### config.mk
export PLATFORM = sky130hd
export DESIGN_NAME = mic_array_cfg_scheduler
export DESIGN_NICKNAME = d
export VERILOG_FILES = /design/src/rtl/mic_cfg_pkg.sv /design/src/rtl/mic_cfg_fifo.sv /design/src/rtl/mic_array_cfg_scheduler.sv
export SDC_FILE = /design/constraint.sdc
export NUM_CORES = 1
export LEC_CHECK = 0
export BUFFER_PORTS_ARGS = -buffer_cell sky130_fd_sc_hd__buf_4
export CAP_MARGIN = 0
export CORE_MARGIN = 2
export CORE_UTILIZATION = 45
export DETAILED_ROUTE_END_ITERATION = 7
export GPL_TIMING_DRIVEN = 0
export PLACE_DENSITY_LB_ADDON = 0.2
export SLEW_MARGIN = 20
export SYNTH_ARGS = -nofsm -noshare
export SYNTH_HDL_FRONTEND = slang
export SYNTH_SLANG_ARGS = --single-unit
### constraint.sdc
create_clock -name i_clk -period 9.3 [get_ports i_clk]
set_input_delay 0.465 -clock i_clk [delete_from_list [all_inputs] [get_ports i_clk]]
set_output_delay 0.465 -clock i_clk [all_outputs]
set_load 0.01 [all_outputs]
### src/rtl/mic_cfg_pkg.sv
// Shared types and default widths for the mic-array configuration scheduler.
package mic_cfg_pkg;

  localparam int ADDR_W = 8;
  localparam int DATA_W = 16;
  localparam int TMR_W  = 20;

  typedef struct packed {
    logic [3:0]        array;
    logic              bcast;
    logic [ADDR_W-1:0] addr;
    logic [DATA_W-1:0] data;
  } cmd_t;

  localparam int CMD_W = $bits(cmd_t);

  typedef enum logic [2:0] {
    IDLE,
    SELECT,
    ISSUE,
    WAIT_ACK,
    WAIT_DONE,
    NEXT
  } sched_state_t;

endpackage

### src/rtl/mic_cfg_fifo.sv
// Synchronous command FIFO; head entry is read straight from the storage registers.
module mic_cfg_fifo
  import mic_cfg_pkg::*;
#(
  parameter int DEPTH = 8
) (
  input  logic             i_clk,
  input  logic             i_reset,
  input  logic             i_push,
  input  logic [CMD_W-1:0] i_data,
  input  logic             i_pop,
  output logic [CMD_W-1:0] o_data,
  output logic             o_full,
  output logic             o_empty
);

  localparam int PW = $clog2(DEPTH);

  logic [CMD_W-1:0] r_mem [DEPTH];
  logic [PW:0]      r_wr_ptr;
  logic [PW:0]      r_rd_ptr;
  logic             w_push;
  logic             w_pop;

  // Extra pointer bit distinguishes full from empty when the indices match.
  assign o_empty = (r_wr_ptr == r_rd_ptr);
  assign o_full  = (r_wr_ptr[PW] != r_rd_ptr[PW]) &&
                   (r_wr_ptr[PW-1:0] == r_rd_ptr[PW-1:0]);
  assign w_push  = i_push && !o_full;
  assign w_pop   = i_pop && !o_empty;
  assign o_data  = r_mem[r_rd_ptr[PW-1:0]];

  always_ff @(posedge i_clk) begin
    if (i_reset) begin
      r_wr_ptr <= '0;
      r_rd_ptr <= '0;
    end else begin
      if (w_push) r_wr_ptr <= r_wr_ptr + 1'b1;
      if (w_pop)  r_rd_ptr <= r_rd_ptr + 1'b1;
    end
  end

  always_ff @(posedge i_clk) begin
    if (w_push) r_mem[r_wr_ptr[PW-1:0]] <= i_data;
  end

endmodule

### src/rtl/mic_array_cfg_scheduler.sv
// Issues buffered register writes one at a time to the mic-array config controllers,
// walking enabled arrays for broadcasts and trapping controllers that never ack or finish.
//
//   state     | meaning
//   IDLE      | waiting for a command; pops FIFO head into cur
//   SELECT    | skip disabled/out-of-range target, wait for target not busy
//   ISSUE     | one-cycle start pulse to target, timer cleared
//   WAIT_ACK  | waiting for target busy to rise
//   WAIT_DONE | waiting for target busy to fall
//   NEXT      | advance broadcast index or finish
module mic_array_cfg_scheduler
  import mic_cfg_pkg::*;
#(
  parameter int NUM_ARRAYS   = 16,
  parameter int FIFO_DEPTH   = 8,
  parameter int ACK_TIMEOUT  = 64,
  parameter int DONE_TIMEOUT = 65535
) (
  input  logic                  i_clk,
  input  logic                  i_reset,
  input  logic                  i_cmd_valid,
  output logic                  o_cmd_ready,
  input  logic [3:0]            i_cmd_array,
  input  logic                  i_cmd_bcast,
  input  logic [ADDR_W-1:0]     i_cmd_addr,
  input  logic [DATA_W-1:0]     i_cmd_data,
  input  logic [NUM_ARRAYS-1:0] i_array_en,
  input  logic [NUM_ARRAYS-1:0] i_arr_busy,
  output logic [NUM_ARRAYS-1:0] o_arr_start,
  output logic [ADDR_W-1:0]     o_arr_addr,
  output logic [DATA_W-1:0]     o_arr_data,
  output logic                  o_sched_idle,
  output logic                  o_err_flag,
  output logic [3:0]            o_err_array,
  input  logic                  i_err_clr,
  output logic [15:0]           o_done_count
);

  sched_state_t r_state, w_next;
  cmd_t         r_cur, w_in_cmd, w_head;
  logic [4:0]   r_idx;
  logic [TMR_W-1:0] r_tmr;
  logic         r_err_flag;
  logic [3:0]   r_err_array;
  logic [15:0]  r_done_count;

  logic w_full, w_empty, w_pop;
  logic w_sel_en, w_sel_busy, w_oob, w_last;
  logic w_ack_tmo, w_done_tmo;
  logic w_idx_inc, w_tmr_clr, w_tmr_inc, w_timeout, w_done;

  assign w_in_cmd = '{array: i_cmd_array, bcast: i_cmd_bcast, addr: i_cmd_addr, data: i_cmd_data};

  mic_cfg_fifo #(.DEPTH(FIFO_DEPTH)) u_fifo (
    .i_clk   (i_clk),
    .i_reset (i_reset),
    .i_push  (i_cmd_valid),
    .i_data  (w_in_cmd),
    .i_pop   (w_pop),
    .o_data  (w_head),
    .o_full  (w_full),
    .o_empty (w_empty)
  );

  // Index is one bit wider than the array field so out-of-range targets are representable.
  always_comb begin
    w_sel_en   = 1'b0;
    w_sel_busy = 1'b0;
    for (int i = 0; i < NUM_ARRAYS; i++) begin
      if (r_idx == 5'(i)) begin
        w_sel_en   = i_array_en[i];
        w_sel_busy = i_arr_busy[i];
      end
    end
  end

  assign w_oob      = (r_idx >= 5'(NUM_ARRAYS));
  assign w_last     = (r_idx == 5'(NUM_ARRAYS - 1));
  assign w_ack_tmo  = (r_tmr == TMR_W'(ACK_TIMEOUT - 1));
  assign w_done_tmo = (r_tmr == TMR_W'(DONE_TIMEOUT - 1));

  always_ff @(posedge i_clk) begin
    if (i_reset) r_state <= IDLE;
    else         r_state <= w_next;
  end

  always_comb begin
    w_next = r_state;
    case (r_state)
      IDLE:      if (!w_empty) w_next = SELECT;
      SELECT: begin
        if (w_oob || !w_sel_en) begin
          if (!r_cur.bcast || w_oob || w_last) w_next = IDLE;
        end else if (!w_sel_busy) begin
          w_next = ISSUE;
        end
      end
      ISSUE:     w_next = WAIT_ACK;
      WAIT_ACK:  if (w_sel_busy || w_ack_tmo) w_next = WAIT_DONE == WAIT_DONE && w_sel_busy ? WAIT_DONE : NEXT;
      WAIT_DONE: if (!w_sel_busy || w_done_tmo) w_next = NEXT;
      NEXT:      w_next = (!r_cur.bcast || w_last) ? IDLE : SELECT;
      default:   w_next = IDLE;
    endcase
  end

  always_comb begin
    w_pop       = 1'b0;
    w_idx_inc   = 1'b0;
    w_tmr_clr   = 1'b0;
    w_tmr_inc   = 1'b0;
    w_timeout   = 1'b0;
    w_done      = 1'b0;
    o_arr_start = '0;
    case (r_state)
      IDLE:   w_pop = !w_empty;
      SELECT: w_idx_inc = !w_oob && !w_sel_en && r_cur.bcast && !w_last;
      ISSUE: begin
        w_tmr_clr = 1'b1;
        for (int i = 0; i < NUM_ARRAYS; i++) o_arr_start[i] = (r_idx == 5'(i));
      end
      WAIT_ACK: begin
        if (w_sel_busy)     w_tmr_clr = 1'b1;
        else if (w_ack_tmo) w_timeout = 1'b1;
        else                w_tmr_inc = 1'b1;
      end
      WAIT_DONE: begin
        if (!w_sel_busy)     w_done    = 1'b1;
        else if (w_done_tmo) w_timeout = 1'b1;
        else                 w_tmr_inc = 1'b1;
      end
      NEXT:    w_idx_inc = r_cur.bcast && !w_last;
      default: ;
    endcase
  end

  always_ff @(posedge i_clk) begin
    if (i_reset) begin
      r_cur        <= '0;
      r_idx        <= '0;
      r_tmr        <= '0;
      r_err_flag   <= 1'b0;
      r_err_array  <= '0;
      r_done_count <= '0;
    end else begin
      if (w_pop) begin
        r_cur <= w_head;
        r_idx <= w_head.bcast ? 5'd0 : {1'b0, w_head.array};
      end else if (w_idx_inc) begin
        r_idx <= r_idx + 5'd1;
      end
      if (w_tmr_clr)      r_tmr <= '0;
      else if (w_tmr_inc) r_tmr <= r_tmr + 1'b1;
      // First error is kept, but a timeout coinciding with a clear re-arms with the new index.
      if (w_timeout && (!r_err_flag || i_err_clr)) begin
        r_err_flag  <= 1'b1;
        r_err_array <= r_idx[3:0];
      end else if (i_err_clr) begin
        r_err_flag  <= 1'b0;
        r_err_array <= '0;
      end
      if (w_done) r_done_count <= r_done_count + 16'd1;
    end
  end

  assign o_cmd_ready  = !w_full;
  assign o_arr_addr   = r_cur.addr;
  assign o_arr_data   = r_cur.data;
  assign o_sched_idle = w_empty && (r_state == IDLE);
  assign o_err_flag   = r_err_flag;
  assign o_err_array  = r_err_array;
  assign o_done_count = r_done_count;

endmodule
# Word-level counts from Yosys, hierarchy flattened
# Memory sizes are Yosys's and may differ from the RTL's. A register that Yosys moved wholly into a read port is not among the register bits.
# Index checks and enable logic that the tools add are counted.
# Widths: inputs -> output; s select.
# op_classes
n_reduce_logical	30
add_sub_neg	5
magnitude_cmp	1
muxes	69
n_eq_ne	30
# op_table
cell	n
$mux 1	50
$eq 5x4->1 const B	8
$mux 3	8
$add 20x1->20 const B	1
$eq 20x16->1 const B	1
$eq 20x6->1 const B	1
$eq 5x3->1 const B	4
$pmux 3 s6	1
$add 16x1->16 const B	1
$mux 16	1
$mux 4	3
$eq 5x2->1 const B	2
$mux 5	2
$logic_and 1x1->1	9
$add 4x1->4 const B	2
$logic_not 1->1	8
$pmux 1 s2	4
$logic_or 1x1->1	7
$eq 3x2->1 const B	2
$eq 3x3->1 const B	2
$ne 2x2->1 const B	3
$ne 3x3->1 const B	2
$add 5x1->5 const B	1
$eq 5x1->1 const B	1
10 further kinds	11
# totals
ram_bits	232
out_inout_bits	63
mem_count	1
in_bits	65
regBits	82
word_cells	147
# memory_table
memory	depth	word_bits	rd	rd_ports_with_merged_regs	wr	line	source
u_fifo.r_mem	8	29	1	1	1	mic_cfg_fifo.sv:19	logic [CMD_W-1:0] r_mem [DEPTH];

# Depth between registers and ports, before layout
# logic_depth
ltp_word	24
mapped_depth	13
ltp_nobuf	9

# Cells and area by module
# Synthesis repeated with hierarchy kept, for this count alone.
# unflattened
cells_unflattened	978
hier_area_um2	13818.3
# by_module_without_submodules
mod	n_inst	area_each_um2	seq_area_each_um2	cells_per_inst
mic_cfg_fifo	1	9566.7	7186.9	420
mic_array_cfg_scheduler	1	4251.6	1481.4	558

# Worst setup path after synthesis
# No wires, ideal clock.
# synth_timing
path_kind	register -> register
from	register u_fifo.r_wr_ptr[0]
to	memory u_fifo.r_mem[0][0] in the netlist's numbering (enable)
period_less_slack_ns	3.737
path_slack_ns	5.563
required_time_ns	8.849
n_path_buf	2
t_arrival_ns	3.285
setup_ns	0.451
stages_incl_launch_ff	8
path_cell_list	dfxtp_1 > clkbuf_1 > xnor2_1 > nand4_1 > and2_1 > clkbuf_1 > nand2b_1 > nor3_1
# synth_between
elab_chain_cells	6
# synth_lines
element	line	source
from (decl)	mic_cfg_fifo.sv:20	logic [PW:0] r_wr_ptr;
from (signal assigned)	mic_cfg_fifo.sv:38	if (w_push) r_wr_ptr <= r_wr_ptr + 1'b1;
$eq 3x3->1	mic_cfg_fifo.sv:28	(r_wr_ptr[PW-1:0] == r_rd_ptr[PW-1:0]);
$logic_and 1x1->1	mic_cfg_fifo.sv:27	assign o_full = (r_wr_ptr[PW] != r_rd_ptr[PW]) &&
$logic_not 1->1	--	
via o_cmd_ready	mic_array_cfg_scheduler.sv:22	output logic o_cmd_ready,
$logic_and 1x1->1	mic_cfg_fifo.sv:29	assign w_push = i_push && !o_full;
$mux 1	mic_cfg_fifo.sv:44	if (w_push) r_mem[r_wr_ptr[PW-1:0]] <= i_data;
$mux 1 (implied by the code)	mic_cfg_fifo.sv:44	
to (decl)	mic_cfg_fifo.sv:19	
# The timed path passes the listed nets, and every way through them passes these cells.

# Worst setup path in the final report
# layout_timing
from	register r_idx[1]
to	register r_tmr[8]
# layout_between
elab_chain_cells	20
word_cells_on_any_way	38
classes_between	eq/ne: 15; mux: 21; reduce/logical: 2
# layout_lines
element	line	source
from (decl)	mic_array_cfg_scheduler.sv:41	logic [4:0] r_idx;
from (signal assigned)	mic_array_cfg_scheduler.sv:147	r_idx <= w_head.bcast ? 5'd0 : {1'b0, w_head.array};
from (signal assigned)	mic_array_cfg_scheduler.sv:149	r_idx <= r_idx + 5'd1;
$logic_not 5->1	mic_array_cfg_scheduler.sv:70	if (r_idx == 5'(i)) begin
$mux 1 (15 in series)	mic_array_cfg_scheduler.sv:70	
$mux 1 *	mic_array_cfg_scheduler.sv:70	
$mux 1	mic_array_cfg_scheduler.sv:122	if (w_sel_busy) w_tmr_clr = 1'b1;
$pmux 1 s2	mic_array_cfg_scheduler.sv:114	case (r_state)
$reduce_or 2->1 (no line)	--	
to (signal assigned)	mic_array_cfg_scheduler.sv:152	else if (w_tmr_inc) r_tmr <= r_tmr + 1'b1;
to (decl)	mic_array_cfg_scheduler.sv:42	logic [TMR_W-1:0] r_tmr;
# Mark *: on every way between the ends. The rest lies on a longest branch, timed or not.
# A chain may end at the register's enable or synchronous reset.

==> key figures <==
Run status
  • Status: completed

Die
  • Starting density of the core: 45.9%
  • Die width: 178 um
  • Row count: 63
  • DIE HEIGHT: 178 um
  • Die footprint: 31700 um2
  • I/O pins: 128
  • CORE AREA: 29700 um2

Clock tree
  • CTS Hold Bufs: 0
  • Clock Tree Buf Depth: 3
  • CTS root buf: clkbuf_16
  • Post-CTS Setup Bufs: 0
  • TritonCTS Buffers: 35
  • CTS tree: built
  • Sink Count: 317
  • Worst-Skew Late Latency: 0.52 ns
  • H-tree Lvls: 2
  • Post_cts resized: 0
  • Clock-pin slew on the worst setup and hold paths: 0.06 ns

Synthesis
  • Seq/Total Area, Yosys: 63.6%
  • Synth Warn #: 0
  • Largest family of logic cells by synthesized area: multiplexers
  • Post-Syn Instances: 971
  • Syn Area/Cell: 14.0 um2
  • Post-Synth Adder-Cell Area: less than 1%
  • Number of flops mapped to enable cells by yosys: 232
  • Post-synthesis net count: 1046
  • #FFs+latches synth: 317
  • Post-synthesis mux area share: 13.0%
  • Post-Synth Simple-Gate Area: 10.1%
  • Xor/xnor share of the synthesized area: 1.16%
  • Ys flop type: edfxtp_1
  • Post-synth ARST share: 0%
  • Post-synthesis instance area: 13600 um2
  • Synth unique cells: 65
  • Synth Area in Compound Gates: 7.70%

Hold path
  • Hold_sp: i_cmd_array[2]
  • Hold path endpoint: u_fifo.r_mem[3][27]
  • Type of the worst min-delay path: input port to register
  • Hold path depth: 1

Global route
  • Initial antenna violation count: 2
  • Leftover overflow at the end of global routing: 0
  • First-pass GRT wire length: 49.0 mm
  • Total GRT Usage: approximately a fifth
  • Largest net degree at the start of global routing: 19
  • Vias in the first global route: between 8k and 9k

Setup path
  • Critical path type: register to register
  • Crit path required time: ~9.7 ns
  • WP buf/inv: 5
  • R2R Setup Slk: 5.20 ns
  • Worst-case reg-to-reg path depth: 13
  • Largest stage delay, worst path: 0.55 ns
  • Capturing point of the worst reg2reg path: r_tmr[8]
  • Crit-path cells: ha_1, clkbuf_1, clkbuf_1, and3_1, ha_1, inv_1, o221ai_1, a21oi_1, a21oi_1, buf_2, buf_2, nand2_1, mux2i_1
  • Critical path origin: r_idx[1]
  • CP startpoint kind: register
  • Crit-path slowest cell: a21oi_1
  • Worst path top cell family by delay: buffers and inverters
  • CP Capture Type: register
  • CP max FO: 10
  • CP arrival: 4.54 ns
  • Reg2reg start: r_idx[1]

Timing
  • Worst-case clock skew: a little under 0.03 ns
  • Fin crit share: 44.1%
  • Count of final max-slew check failures: 0
  • Final setup fails: 0
  • F_max: 0.244 GHz
  • Unrepaired setup endpoints after global routing: no
  • Setup ws final: 5.20 ns
  • Final worst path period need: 4.10 ns
  • Fin Setup TNS: 0 ns
  • Max_slew headroom: between 30% and 40%
  • Worst Max-Slew Pin Slew: 1.00 ns
  • Hold Vio Cnt, Final: 0

Finish
  • Area added between synthesis and finish: 20.8%
  • Commonest non-fill, non-tap cell in the layout: edfxtp_1
  • Share of layout cells above drive strength 1: 26.2%
  • Nets: 1224
  • Most frequent cells in the layout: 232 x edfxtp_1, 155 x buf_4, 85 x dfxtp_1, 77 x nor2_1, 61 x nand2_1

Place
  • Global placement routability congestion: about 0.88
  • PortBufs: between 100 and 150
  • Setup WS pre-CTS: 5.19 ns
  • Dpl hpwl: 21.5 mm

Detailed routing
  • DR iter-0 viols: 601
  • Detailed-route via count: 8679
  • ANT nets after route: 0
  • Routed len/inst: 20.3 um
  • Final WL: 31.8 mm
  • DR DRC count: 0
  • Vias per cell: ~5.5
  • DRT Pass-1 Iters: 5

Run
  • Max Cap Viol: 0

Power
  • Total power divided by cell area: between 200 and 250 nW/um2
  • Worst VDD drop: 0.186 mV
  • Total Power: 3.92 mW
  • Lkg Pwr: 5.63 nW
## cell usage after synthesis, types with 4 or more instances
cell       instances  area share (%)
ha_1              10            0.92
inv_1             17            0.47
buf_2             13            0.48
or3_1              9            0.41
nand2_1           61             1.7
buf_4             24             1.3
o2111ai_1          6            0.39
edfxtp_1         232              51
xnor2_1           13            0.83
nand3b_1           8            0.44
nor3_1            12            0.44
o211ai_1           6            0.33
mux2i_1           46             3.4
nand2b_1          22             1.0
nand4_1           14            0.64
nor2b_1           10            0.46
mux4_2            58             9.6
o311ai_0           5            0.32
nor2_1            83             2.3
nand3_1           19            0.70
a21oi_1           36             1.3
dfxtp_1           85              12
nor4_1             5            0.23
clkbuf_1          41             1.1
a211oi_1          37             2.0
xor2_1             5            0.32
o21ai_0           19            0.70
and3_1            10            0.46
and2_1             4            0.18
## power by group
group / internal (mW) / switching, mW
clock: 0.749 / 0.550
combinational: 0.433 / 0.543
sequential: 1.60 / 0.0464
## cell families (layout without fill, tap and decap cells)
| group | Yosys count | in the layout |
|---|---|---|
| XOR/XNOR | 18 | 18 |
| other | 0 | 2 |
| flip-flops | 317 | 317 |
| AND/OR/NAND/NOR | 276 | 276 |
| buffers and inverters | 98 | 302 |
| AO/OA/AOI/OAI | 147 | 147 |
| multiplexers | 105 | 105 |
| adder cells (fa/ha/maj) | 10 | 10 |
## per-stage QoR
stage	instances	util, %	hold WS, ns	instance area, um2
4_1_cts	1565	55.4	0.150	16500
3_5_place_dp	1502	51.7	0.479	15400
2_1_floorplan	971	-	0.443	13600
5_1_grt	1565	55.4	0.160	16500
3_3_place_gp	1487	50.7	0.462	15100
6_report	1567	55.4	0.171	16500
## routing by layer
| metal | up-vias | GRT usage (%) | routed length (um) | part of all wire, % |
|---|---|---|---|---|
| met5 | - | 0 | 0 | 0 |
| met4 | 0 | 5.70 | 744 | 2.3 |
| met3 | 55 | 3.75 | 2060 | 6.5 |
| met2 | 270 | 33.5 | 15100 | 47 |
| met1 | 4272 | 27.5 | 13900 | 44 |
| li1 | 4082 | - | - | - |
## flip-flops by register name (all words and copies together), names as in the netlist, named ones only
register         cells
o_arr_addr           8
r_cur                1
r_idx                5
r_tmr               20
r_state              3
o_err_array          4
u_fifo.r_rd_ptr      4
o_done_count        16
o_err_flag           1
o_arr_data          16
u_fifo.r_wr_ptr      4
u_fifo.r_mem       232
## worst max-delay path by stage
stage | cells past startpoint | to | slack (ns)
2_1_floorplan | 7 | u_fifo.r_mem[0][0] | 5.56
3_3_place_gp | 7 | u_fifo.r_mem[0][18] | 3.16
3_5_place_dp | 13 | r_tmr[8] | 5.19
4_1_cts | 13 | r_tmr[8] | 5.19
5_1_grt | 13 | r_tmr[16] | 4.76
6_report | 13 | r_tmr[8] | 5.20
## final cells by class
type / instances / area [um2]
fill: 2427 / 13200
sequential: 317 / 8670
multi-input combinational: 556 / 4540
timing repair buffer: 141 / 1190
clock buffer: 47 / 941
tap: 390 / 488
buffer: 81 / 418
clock inverter: 16 / 150
inverter: 17 / 63.8
antenna: 2 / 5.00
(Power assumes the default switching activity.)
